==> src/rtl/igbt_pulse_sequencer.sv <==
`default_nettype none
// +----------------------------------------------------------------------------+
// | Module      : igbt_pulse_sequencer                                          |
// | Description : N-channel IGBT gate-pulse sequencer. Per-channel delay/width  |
// |               windows inside a programmable period, repeated for a burst    |
// |               count (0 = continuous). All timing inputs are shadowed at     |
// |               start so live PIO writes never disturb a running burst.       |
// |               Optional half-bridge interlock: IGBT_PULSE_INTERLOCK_EN       |
// | Revision    : 1.0 - initial release                                         |
// +----------------------------------------------------------------------------+
module igbt_pulse_sequencer #(
    parameter int N_CH = 4,
    parameter int W    = 32
) (
    input  logic              clk_clk,
    input  logic              reset_reset_n,
    input  logic [N_CH*W-1:0] ch_delay,
    input  logic [N_CH*W-1:0] ch_width,
    input  logic [W-1:0]      period,
    input  logic [15:0]       burst_count,
    input  logic              ctrl_start,
    input  logic              ctrl_abort,
    output logic [N_CH-1:0]   pulse_out,
    output logic              busy,
    output logic              done,
    output logic              fault
);

    typedef enum logic [1:0] {
        S_IDLE = 2'd0,
        S_LOAD = 2'd1,
        S_RUN  = 2'd2,
        S_DONE = 2'd3
    } state_t;

    state_t            state_q, state_d;
    logic              start_q;
    logic [W-1:0]      t_q, t_d;
    logic [W-1:0]      period_q, period_d;
    logic [15:0]       bursts_q, bursts_d;
    logic [15:0]       burst_count_q, burst_count_d;
    logic [N_CH*W-1:0] delay_q, delay_d;
    logic [N_CH*W-1:0] width_q, width_d;
    logic [N_CH-1:0]   pulse_q, pulse_d;
    logic              busy_q, busy_d;
    logic              done_q, done_d;
    logic              fault_q, fault_d;

    logic              start_rise;
    logic              t_last;
    logic              conflict;
    logic [N_CH-1:0]   hit;
    logic [N_CH-1:0]   gated;

    assign start_rise = ctrl_start & ~start_q;
    // period_q is never 0 while in RUN, so the subtraction cannot underflow there
    assign t_last     = (t_q == (period_q - W'(1)));

    // Window compare per channel; sum kept at W+1 bits so a large delay+width never wraps
    for (genvar i = 0; i < N_CH; i++) begin : g_hit
        logic [W:0] win_end;
        assign win_end = {1'b0, delay_q[i*W +: W]} + {1'b0, width_q[i*W +: W]};
        assign hit[i]  = (t_q >= delay_q[i*W +: W]) && ({1'b0, t_q} < win_end);
    end

`ifdef IGBT_PULSE_INTERLOCK_EN
    if ((N_CH % 2) != 0) begin : g_odd_channels
        $error("igbt_pulse_sequencer: N_CH must be even when the interlock is enabled");
    end

    logic [(N_CH+1)/2-1:0] pair_conflict;

    // Complementary pair 2k/2k+1: simultaneous demand blanks both legs for that cycle
    for (genvar k = 0; k < N_CH/2; k++) begin : g_pair
        assign pair_conflict[k] = hit[2*k] & hit[2*k+1];
        assign gated[2*k]       = hit[2*k]   & ~pair_conflict[k];
        assign gated[2*k+1]     = hit[2*k+1] & ~pair_conflict[k];
    end

    assign conflict = |pair_conflict;
`else
    assign gated    = hit;
    assign conflict = 1'b0;
`endif

    // State, counters, shadow copies and registered outputs
    always_ff @(posedge clk_clk or negedge reset_reset_n) begin
        if (!reset_reset_n) begin
            state_q       <= S_IDLE;
            start_q       <= 1'b0;
            t_q           <= '0;
            period_q      <= '0;
            bursts_q      <= '0;
            burst_count_q <= '0;
            delay_q       <= '0;
            width_q       <= '0;
            pulse_q       <= '0;
            busy_q        <= 1'b0;
            done_q        <= 1'b0;
            fault_q       <= 1'b0;
        end else begin
            state_q       <= state_d;
            start_q       <= ctrl_start;
            t_q           <= t_d;
            period_q      <= period_d;
            bursts_q      <= bursts_d;
            burst_count_q <= burst_count_d;
            delay_q       <= delay_d;
            width_q       <= width_d;
            pulse_q       <= pulse_d;
            busy_q        <= busy_d;
            done_q        <= done_d;
            fault_q       <= fault_d;
        end
    end

    // Next-state, counter and output decode; abort overrides everything last
    always_comb begin
        state_d       = state_q;
        t_d           = t_q;
        period_d      = period_q;
        bursts_d      = bursts_q;
        burst_count_d = burst_count_q;
        delay_d       = delay_q;
        width_d       = width_q;
        fault_d       = fault_q;
        pulse_d       = '0;

        case (state_q)
            S_IDLE: begin
                if (start_rise) begin
                    state_d = S_LOAD;
                end
            end
            S_LOAD: begin
                period_d      = period;
                burst_count_d = burst_count;
                delay_d       = ch_delay;
                width_d       = ch_width;
                t_d           = '0;
                bursts_d      = '0;
                fault_d       = 1'b0;
                // Decide from the live input: it is the value being shadowed this cycle
                state_d       = (period == '0) ? S_DONE : S_RUN;
            end
            S_RUN: begin
                pulse_d = gated;
                fault_d = fault_q | conflict;
                if (t_last) begin
                    if ((burst_count_q != 16'd0) &&
                        (({1'b0, bursts_q} + 17'd1) == {1'b0, burst_count_q})) begin
                        state_d = S_DONE;
                    end else begin
                        t_d = '0;
                        // Only continuous mode can reach the top; hold it there
                        if (bursts_q != 16'hFFFF) begin
                            bursts_d = bursts_q + 16'd1;
                        end
                    end
                end else begin
                    t_d = t_q + W'(1);
                end
            end
            S_DONE: begin
                state_d = S_IDLE;
            end
            default: begin
                state_d = S_IDLE;
            end
        endcase

        if (ctrl_abort) begin
            state_d = S_IDLE;
            pulse_d = '0;
            fault_d = fault_q;
        end

        busy_d = (state_d == S_LOAD) || (state_d == S_RUN);
        done_d = (state_d == S_DONE);
    end

    assign pulse_out = pulse_q;
    assign busy      = busy_q;
    assign done      = done_q;
    assign fault     = fault_q;

endmodule
`default_nettype wire

==> config.mk <==
export PLATFORM = sky130hd
export DESIGN_NAME = igbt_pulse_sequencer
export DESIGN_NICKNAME = d
export VERILOG_FILES = /design/src/rtl/igbt_pulse_sequencer.sv
export SDC_FILE = /design/constraint.sdc
export NUM_CORES = 1
export LEC_CHECK = 0
export ABC_AREA = 0
export BUFFER_PORTS_ARGS = -buffer_cell sky130_fd_sc_hd__buf_4
export CAP_MARGIN = 5
export CORE_UTILIZATION = 25
export DETAILED_ROUTE_END_ITERATION = 10
export PLACE_DENSITY = 0.44
export SETUP_SLACK_MARGIN = 0.4
export SLEW_MARGIN = 5
export SYNTH_ARGS = -nofsm -noshare
export SYNTH_HDL_FRONTEND = slang
export SYNTH_SLANG_ARGS = --single-unit
==> constraint.sdc <==
create_clock -name clk_clk -period 5.3 [get_ports clk_clk]
set_input_delay 0.53 -clock clk_clk [delete_from_list [all_inputs] [get_ports clk_clk]]
set_output_delay 0.53 -clock clk_clk [all_outputs]
set_load 0.05 [all_outputs]
# Yosys cells after proc, flatten, opt, wreduce, memory -nomap -nowiden

Cells that the tools add are included.

Register bits: 361
Bits in latches: 0
RAM bits: 0
Bits in read-only memories: 0
Output and inout bits: 7
Memories: 0

$add $sub $neg: 8
$mul: 0
Div/mod/pow operators: 0
Magnitude comparators: 8
Eq/ne operators: 13
Shift operators: 0
Mux-type cells: 15
Bitwise operators: 2
Reduce and logical (&&, ||, !) cells: 12

Operators by type and width:

| cell                  | number |
|---|---|
| $add 32x32->33        | 4 |
| $lt 32x33->1          | 4 |
| $ge 32x32->1          | 4 |
| $mux 32               | 2 |
| $pmux 32 s2           | 1 |
| $mux 16               | 3 |
| $add 32x1->32 const B | 1 |
| $eq 32x32->1          | 1 |
| $logic_not 32->1      | 1 |
| $pmux 16 s2           | 1 |
| $sub 32x1->32 const B | 1 |
| $add 16x1->17 const B | 1 |
| $eq 17x16->1          | 1 |
| $add 16x1->16 const B | 1 |
| $ne 16x16->1 const B  | 1 |
| $reduce_bool 16->1    | 1 |
| $eq 2x2->1 const B    | 4 |
| $mux 2                | 4 |
| $mux 4                | 2 |
| $pmux 2 s4            | 1 |
| $ne 2x2->1 const B    | 3 |
| $logic_and 1x1->1     | 5 |
| $eq 2x1->1 const B    | 2 |
| $reduce_and 4->1      | 1 |
| 8 further kinds       | 8 |

# Depth between registers and ports, before layout

Gate-level depths: netlist (run 1).

Depth in word-level cells: 9
Gate-level depth with buffers: 22
Mapped depth without buffers: 22

# Worst setup path before layout (run 1)

Ideal clock, no wire load.

Path type: reg-to-reg
Start: register delay_q[32]
End: register pulse_q[1], in the netlist pulse_out[1]
Setup time: 0.086 ns
Data arrival time: 4.743 ns
Setup slack: 0.472 ns
Stages on the path, launching flop included: 20
Buffers on the path: 0
Cell sequence: dfrtp_1 -> ha_1 -> fa_1 -> a21oi_1 -> o22ai_1 -> o21ai_0 -> o311ai_0 -> o41a_1 -> a221o_1 -> a41o_1 -> o31a_1 -> or2_2 -> ha_1 -> a21o_1 -> a21oi_1 -> nand3_1 -> a31oi_1 -> o31ai_1 -> a221o_1 -> a32oi_1

Word-level cells in the longest chain between the ends: 5
Elaborated cells on any way between the ends: 6

Ends and longest elaborated chain:

| what                     | RTL line | RTL |
|---|---|---|
| start: declaration       | 42       | `logic [N_CH*W-1:0] delay_q, delay_d;` |
| start signal: assignment | 108      | `delay_q <= delay_d;` |
| $add 32x32->33           | 62       | `assign win_end = {1'b0, delay_q[i*W +: W]} + {1'b0, width_q[i*W +: W]};` |
| $lt 32x33->1             | 63       | `assign hit[i] = (t_q >= delay_q[i*W +: W]) && ({1'b0, t_q} < win_end);` |
| $logic_and 1x1->1 *      | 63       |  |
| $mux 4 *                 | 129      | `case (state_q)` |
| $mux 4 *                 | 172      | `if (ctrl_abort) begin` |
| via pulse_d[1]           | 44       | `logic [N_CH-1:0] pulse_q, pulse_d;` |
| end signal: assignment   | 110      | `pulse_q <= pulse_d;` |
| end: declaration         | 44       |  |

The timed path passes the listed nets; every way through them passes the cells marked *.
A chain may end at the register's enable or synchronous reset.

# Worst setup path after layout (run 1)

Ends and elaborated chain as after synthesis.

==> reports/qor.txt, run 1 <==
VDD IR max -> 298 uV
Final non-filler cell area -> 0.0333 mm^2
Status -> finished, final reports clean
Max_slew headroom -> 0.322
IO buf count -> 313
Detailed placer's ending HPWL -> 72800 um
Cell family with most CP delay -> compound AO/OA/AOI/OAI gates
Total GRT Usage -> 0.173
DP Cell Count -> 4584
Critical Path Fanout Max -> 3
Routed WL per cell -> 20.5 um
Critical path cell sequence -> ha_4 > fa_2 > a21oi_2 > o22ai_2 > o21ai_2 > o311ai_4 > o41a_1 > a221o_1 > a41o_1 > o31a_1 > or2_4 > ha_4 > a21o_1 > a21oi_2 > nand3_1 > a31oi_1 > o31ai_1 > a221o_1 > a32oi_1
Syn nets -> 3596
CTS tree -> yes
Max Clock Freq -> 214 MHz
Combinational family with the most area after synthesis -> compound AO/OA/AOI/OAI gates
CP arrival -> 5.24 ns
H-tree levels -> 2
Final Max Slew Viols -> 0
Mapped Avg Cell Area -> 9.40 um^2
Number of global-route vias before repair -> 23000
Final setup viols -> 0
Proportion of layout cells with a drive suffix above 1 -> 0.209
Core Region -> 0.108 mm^2
Clock slew at reported path FFs -> 0.06 ns
Met2 WL -> 41800 um
Total power -> 21200 uW
Buffer and inverter count on the worst path -> 0
Worst stage delay on the critical path -> 0.42 ns
Max-cap violation count -> 0
Crit Path Category -> reg2reg
Setup tns final -> 0 ns
Share of async-settable or async-resettable flops after synthesis -> 1.00
Least-Margin Pin Slew -> 1.02 ns
Period utilization -> 0.883
Crit. End Element -> flip-flop
Fillers -> 11400
Mapped Cells -> 2897
Area post-placement -> 0.0315 mm^2
GRT overflow -> 0
Detailed Route WL -> 95800 um
Synth Register Bits -> 361
1st-pass router iterations -> 5
Met1 WL -> 48200 um
Post-Layout Cell Count -> 4680
Skew-Pair Late Insertion Delay -> 0.65 ns
Mux contribution to synthesized area -> 0.0731
Die Wd -> 332 um
Area grow syn2layout -> 22.3%
Synth Area in Simple Gates -> 0.133
Startpoint Class -> flip-flop
P_leak -> 0.0161 uW
Clk buf depth -> 3
Largest net degree at the start of global routing -> 186
Area occupied by multi-input gates -> 0.0173 mm^2
Yosys warnings -> 0
Initial Util -> 0.253
Hold Vio Cnt, Final -> 0
Number of flops mapped to enable cells by yosys -> 0
Met3 WL post-DR -> 3780 um
Max layer used -> met4
First-pass GRT wire length -> 145000 um
Ports -> 315
Crit-path slowest cell -> dfrtp_1
Max Clock Skew -> 0.0400 ns
Nets@finish -> 3934
Adder-Cell Fraction of Synth Area -> 0.181
Min-Delay Path Class -> in2reg
Vias/cell -> 4.81
Largest area contributor in the netlist -> dfrtp_1
Drt initial violations -> 1177
# DRC -> 0
Total clock buffers created by CTS -> 48
Clock root buffer master -> clkbuf_16
PD cells -> 637 mW/mm^2
Worst slack, placed -> 0.0243 ns
Library cells used by synthesis -> 74
Primary FF master, synth -> dfrtp_1
Initial antenna violation count -> 4
Sequential area share after synthesis -> 0.332
Die height -> 332 um
Post-DRT Antenna Nets -> 0
Synthesized cell area -> 0.0272 mm^2
WP data required -> 5.86 ns
Tmin final -> 4.68 ns
RSZ-0062 raised after global routing -> true
Row count -> 120
Yosys top cell area share -> 0.332
Total number of vias -> 22500
Die footprint -> 0.110 mm^2
Post-synthesis xor/xnor area fraction -> 0.0614
Synth area leaders -> dfrtp_1 (33%), ha_1 (18%), mux2_2 (7.3%)
Reg area -> 0.00903 mm^2
CTS Sinks -> 361
Compound-gate portion of the synthesized area -> 0.181
Gpl congestion -> 0.827
Worst setup margin -> 0.620 ns
sequential cells by signal (all words and copies together) (netlist names):
| signal | flops |
|---|---|
| burst_count_q | 16 |
| bursts_q | 16 |
| busy | 1 |
| delay_q | 128 |
| done | 1 |
| period_q | 32 |
| pulse_out | 4 |
| start_q | 1 |
| state_q | 2 |
| t_q | 32 |
| width_q | 128 |
worst paths after layout:
kind,endpoint,slack [ns],cells past startpoint,from
setup reg to reg,pulse_out[1],0.62,19,delay_q[32]
max in group asynchronous,width_q[63],3.84,3,reset_reset_n
min in group asynchronous,width_q[5],0.44,2,reset_reset_n
setup / recovery,pulse_out[1],0.62,19,delay_q[32]
hold reg to reg,width_q[9],0.51,1,width_q[9]
hold / removal,state_q[0],0.07,2,ctrl_abort
through the flow:
stage / utilization / hold WS (ns)
after floorplan: - / 0.234
after global placement: 0.293 / 0.494
after detailed placement: 0.293 / 0.503
after CTS: 0.308 / 0.00358
after global routing: 0.310 / 0.0514
final: 0.310 / 0.0680
area by class of cell:
type	count	area share
Antenna cell	2	0.000150
Clock buffer	66	0.0405
Clock inverter	24	0.00887
Inverter	191	0.0215
Multi-Input combinational cell	2265	0.520
Sequential cell	361	0.271
Tap cell	1403	0.0527
Timing Repair Buffer	368	0.0852
cells by family after synthesis:
logic type,count (synthesis)
fa+ha+maj,391
compound gates,787
simple gates,718
buf+inv,271
mux,177
xor+xnor,191
flops,361
other cells,1
Yosys cell counts, types with 5 or more instances:
library cell / number
a31o_2: 8
o21ai_0: 262
a221o_1: 6
inv_1: 191
xnor2_1: 93
or2_2: 12
o2111ai_1: 8
clkbuf_1: 63
or4_1: 11
a221oi_1: 7
o21ai_2: 10
nor2b_1: 25
a211o_1: 6
a21oi_1: 160
xor2_1: 98
o21ai_1: 14
o211ai_1: 17
o311ai_0: 6
nor2_1: 124
buf_1: 8
nand4_1: 57
nand3_1: 56
nor3_1: 41
a21o_1: 130
a2111oi_0: 9
and4_1: 10
a311oi_1: 6
a31oi_1: 24
nand2b_1: 42
o211a_1: 5
o21bai_1: 14
and3_1: 36
and2_1: 22
a211oi_1: 26
o21a_1: 19
mux2_2: 176
nand2_1: 215
nor4_1: 33
ha_1: 387
dfrtp_1: 361
nand3b_1: 7
o31ai_1: 18
or3_1: 12
cells in the final DEF (no fill, tap or decap), types with 10 or more instances in the layout:
cell type    n
a211oi_1    24
o21ai_1     16
inv_1      191
xnor2_1     93
o31ai_1     16
o21bai_1    14
xor2_1      98
a31oi_1     23
or4_1       11
and3_1      36
nand2b_1    42
clkbuf_16   48
or2_2       11
nor3_1      41
buf_4      360
nor2_1     124
a21oi_1    155
o21ai_2     13
or3_1       12
a21o_1     130
clkbuf_1    10
nand3_1     56
mux2_2     176
nor4_1      32
clkinv_2    10
nor2b_1     25
ha_1       384
dfrtp_1    361
and4_1      10
o21a_1      19
o211ai_1    17
nand2_1    215
o21ai_0    257
nand4_1     57
and2_1      22
metal layers:
metal  global-route usage  vias up
met1                0.252    10800
met4               0.0431        0
met2                0.269      415
met5                    0        -
li1                     -    11200
met3               0.0204       81
power by group:
group / leakage (uW) / internal [uW] / total (uW) / switching [uW]
Clock: 0.000805 / 2000 / 3430 / 1440
Sequential: 0.00444 / 3970 / 4950 / 979
Combinational: 0.0108 / 5780 / 12800 / 7050
repair_timing:
action                                  4_1_cts  5_1_grt
hold buffers                                  2        0
resized for setup                             8       30
endpoints found under the setup margin        2        4
hold endpoints to repair                     52        0
buffers inserted                              0        2
pin swaps                                     2       15
Note: power is estimated with default switching activity, not from simulation.
==> inputs of run 2 (changes only) <==
CORE_ASPECT_RATIO = 0.8   (was default)
CORE_MARGIN = 2   (was default)
==> reports/qor.txt, run 2 (same netlist as run 1, synthesis figures left out) <==
Status -> finished, final reports clean (unchanged)
Ports -> 315 (unchanged)
Area grow syn2layout -> 22.7% (was 22.3%)
Die Wd -> 373 um (was 332 um)
Gpl congestion -> 0.843 (was 0.827)
Worst stage delay on the critical path -> 0.42 ns (about the same)
Min-Delay Path Class -> in2reg (unchanged)
Period utilization -> 0.879 (was 0.883)
Skew-Pair Late Insertion Delay -> 0.65 ns (about the same)
Max_slew headroom -> 0.348 (was 0.322)
Final setup viols -> 0 (unchanged)
FF-to-FF Start -> delay_q[32] (unchanged)
Max-cap violation count -> 0 (unchanged)
Total power -> 21400 uW (was 21200 uW)
Routed WL per cell -> 20.5 um (about the same)
Max Clock Skew -> 0.0388 ns (was 0.0400 ns)
Clk buf depth -> 3 (unchanged)
Psw -> 9610 uW (was 9470 uW)
CTS Sinks -> 361 (unchanged)
Crit-path slowest cell -> dfrtp_1 (unchanged)
Most frequent cells in the layout -> ha_1 (383), buf_4 (375), dfrtp_1 (361) (was ha_1 (384), dfrtp_1 (361), buf_4 (360))
Proportion of layout cells with a drive suffix above 1 -> 0.215 (was 0.209)
P_leak -> 0.0161 uW (about the same)
RSZ-0062 raised after global routing -> false (was true)
Max Clock Freq -> 215 MHz (was 214 MHz)
Core Region -> 0.108 mm^2 (about the same)
Crit. End Element -> flip-flop (unchanged)
Initial Util -> 0.252 (was 0.253)
DP Cell Count -> 4621 (was 4584)
Total clock buffers created by CTS -> 48 (unchanged)
Clock root buffer master -> clkbuf_16 (unchanged)
Final Max Slew Viols -> 0 (unchanged)
Post-Layout Cell Count -> 4720 (was 4680)
Die height -> 299 um (was 332 um)
Net Sw Frac -> 0.450 (was 0.446)
CTS tree -> yes (unchanged)
Hold Vio Cnt, Final -> 0 (unchanged)
Nets@finish -> 3949 (was 3934)
Critical path cell sequence -> ha_4 > fa_2 > a21oi_4 > o22ai_4 > o21ai_2 > buf_6 > o311ai_2 > o41a_1 > a221o_1 > a41o_1 > o31a_1 > or2_4 > ha_4 > a21o_1 > a21oi_2 > nand3_1 > a31oi_1 > o31ai_1 > a221o_1 > a32oi_1 (was ha_4 > fa_2 > a21oi_2 > o22ai_2 > o21ai_2 > o311ai_4 > o41a_1 > a221o_1 > a41o_1 > o31a_1 > or2_4 > ha_4 > a21o_1 > a21oi_2 > nand3_1 > a31oi_1 > o31ai_1 > a221o_1 > a32oi_1)
Clock slew at reported path FFs -> 0.06 ns (about the same)
FF-to-FF setup slack -> 0.64 ns (was 0.62 ns)
Vias/cell -> 4.79 (was 4.81)
Number of global-route vias before repair -> 22800 (was 23000)
Crit Path Category -> reg2reg (unchanged)
Pint -> 11800 uW (was 11700 uW)
Reg power frac -> 0.233 (about the same)
Least-Margin Pin Slew -> 0.978 ns (was 1.02 ns)
Largest net degree at the start of global routing -> 168 (was 186)
Biggest regs -> delay_q: 128 flops, width_q: 128 flops (unchanged)
Worst Reg-to-Reg Cells -> 20 (was 19)
HP Start -> ctrl_abort (unchanged)
Setup tns final -> 0 ns (unchanged)
Post-DRT Antenna Nets -> 0 (unchanged)
Most common cell after layout, fill and taps aside -> ha_1 (unchanged)
Reg-to-Reg End -> pulse_out[1] (unchanged)
# DRC -> 0 (unchanged)
VDD IR max -> 289 uV (was 298 uV)
Critical Path Fanout Max -> 4 (was 3)
Comb pwr share -> 0.606 (was 0.605)
First-pass GRT wire length -> 145000 um (about the same)
Startpoint Class -> flip-flop (unchanged)
Total number of vias -> 22600 (was 22500)
Die footprint -> 0.112 mm^2 (was 0.110 mm^2)
Initial antenna violation count -> 14 (was 4)
GRT overflow -> 0 (unchanged)
WP data required -> 5.84 ns (was 5.86 ns)
CP Capture Point -> pulse_out[1] (unchanged)
IO buf count -> 313 (unchanged)
Drt initial violations -> 1214 (was 1177)
Worst Setup SP -> delay_q[32] (unchanged)
Tmin final -> 4.66 ns (was 4.68 ns)
Row count -> 108 (was 120)
PD cells -> 639 mW/mm^2 (was 637 mW/mm^2)
1st-pass router iterations -> 5 (unchanged)
CP arrival -> 5.20 ns (was 5.24 ns)
Detailed placer's ending HPWL -> 74300 um (was 72800 um)
Detailed Route WL -> 96700 um (was 95800 um)
Total GRT Usage -> 0.171 (was 0.173)
H-tree levels -> 2 (unchanged)
Clock share of power -> 0.161 (was 0.162)
==> run 2: power by group through the flow <==
stage               Clock [uW]  Sequential (uW)  Combinational [uW]
floorplan                    0             4590                9800
CTS                       3580             4990               12800
finish                    3440             4970               13000
global route              3680             5140               14700
detailed placement           0             5020               12700
global placement             0             5010               12700
==> run 2: worst min path at each step <==
stage          cells after the start          endpoint
2_1_floorplan                      0  burst_count_q[0]
3_3_place_gp                       1       width_q[32]
3_5_place_dp                       1       width_q[75]
4_1_cts                            2        state_q[0]
5_1_grt                            2        state_q[0]
6_report                           2        state_q[0]
==> run 2: timing repair <==
item / in CTS / in global routing
hold buffers: 2 / 0
setup endpoints to repair: 3 / 3
pin swaps: 7 / 13
hold endpoints to repair: 71 / 0
setup buffers: 1 / 6
gates cloned: 0 / 0
resized for setup: 9 / 28
==> run 2: area by class of cell <==
cell class,instances,area [um^2]
fill,11400,74800
multi-input combinational,2265,17300
sequential,361,9030
timing repair buffer,383,2940
tap,1430,1790
clock buffer,58,1310
inverter,191,717
clock inverter,31,325
antenna,1,2.50
==> run 2: layer usage <==
layer  part of all wire  up-vias  wire length [um]  GRT usage
met2               0.45      400             43000      0.272
met1               0.49    10800             47200      0.240
met3              0.047       95              4530     0.0316
met4              0.019       16              1820     0.0354
met5            0.00080        -                77          0
li1                   -    11300                 -          -
==> run 2: through the flow <==
step	hold slack, ns	utilization	instance area (um^2)	setup slack [ns]
finish	0.0828	0.309	33400	0.639
global route	0.0655	0.309	33400	0.390
CTS	0.0336	0.307	33200	0.368
detailed placement	0.504	0.292	31600	0.0259
global placement	0.494	0.292	31600	0.194
floorplan	0.234	-	27200	0.472
==> run 2: worst max-delay path: cells and delay by family, from the launching register on <==
kind	cells	cell delay [ns]
buf+inv	1	0.13
fa+ha+maj	3	0.79
flops	1	0.42
compound gates	14	2.88
simple gates	2	0.35
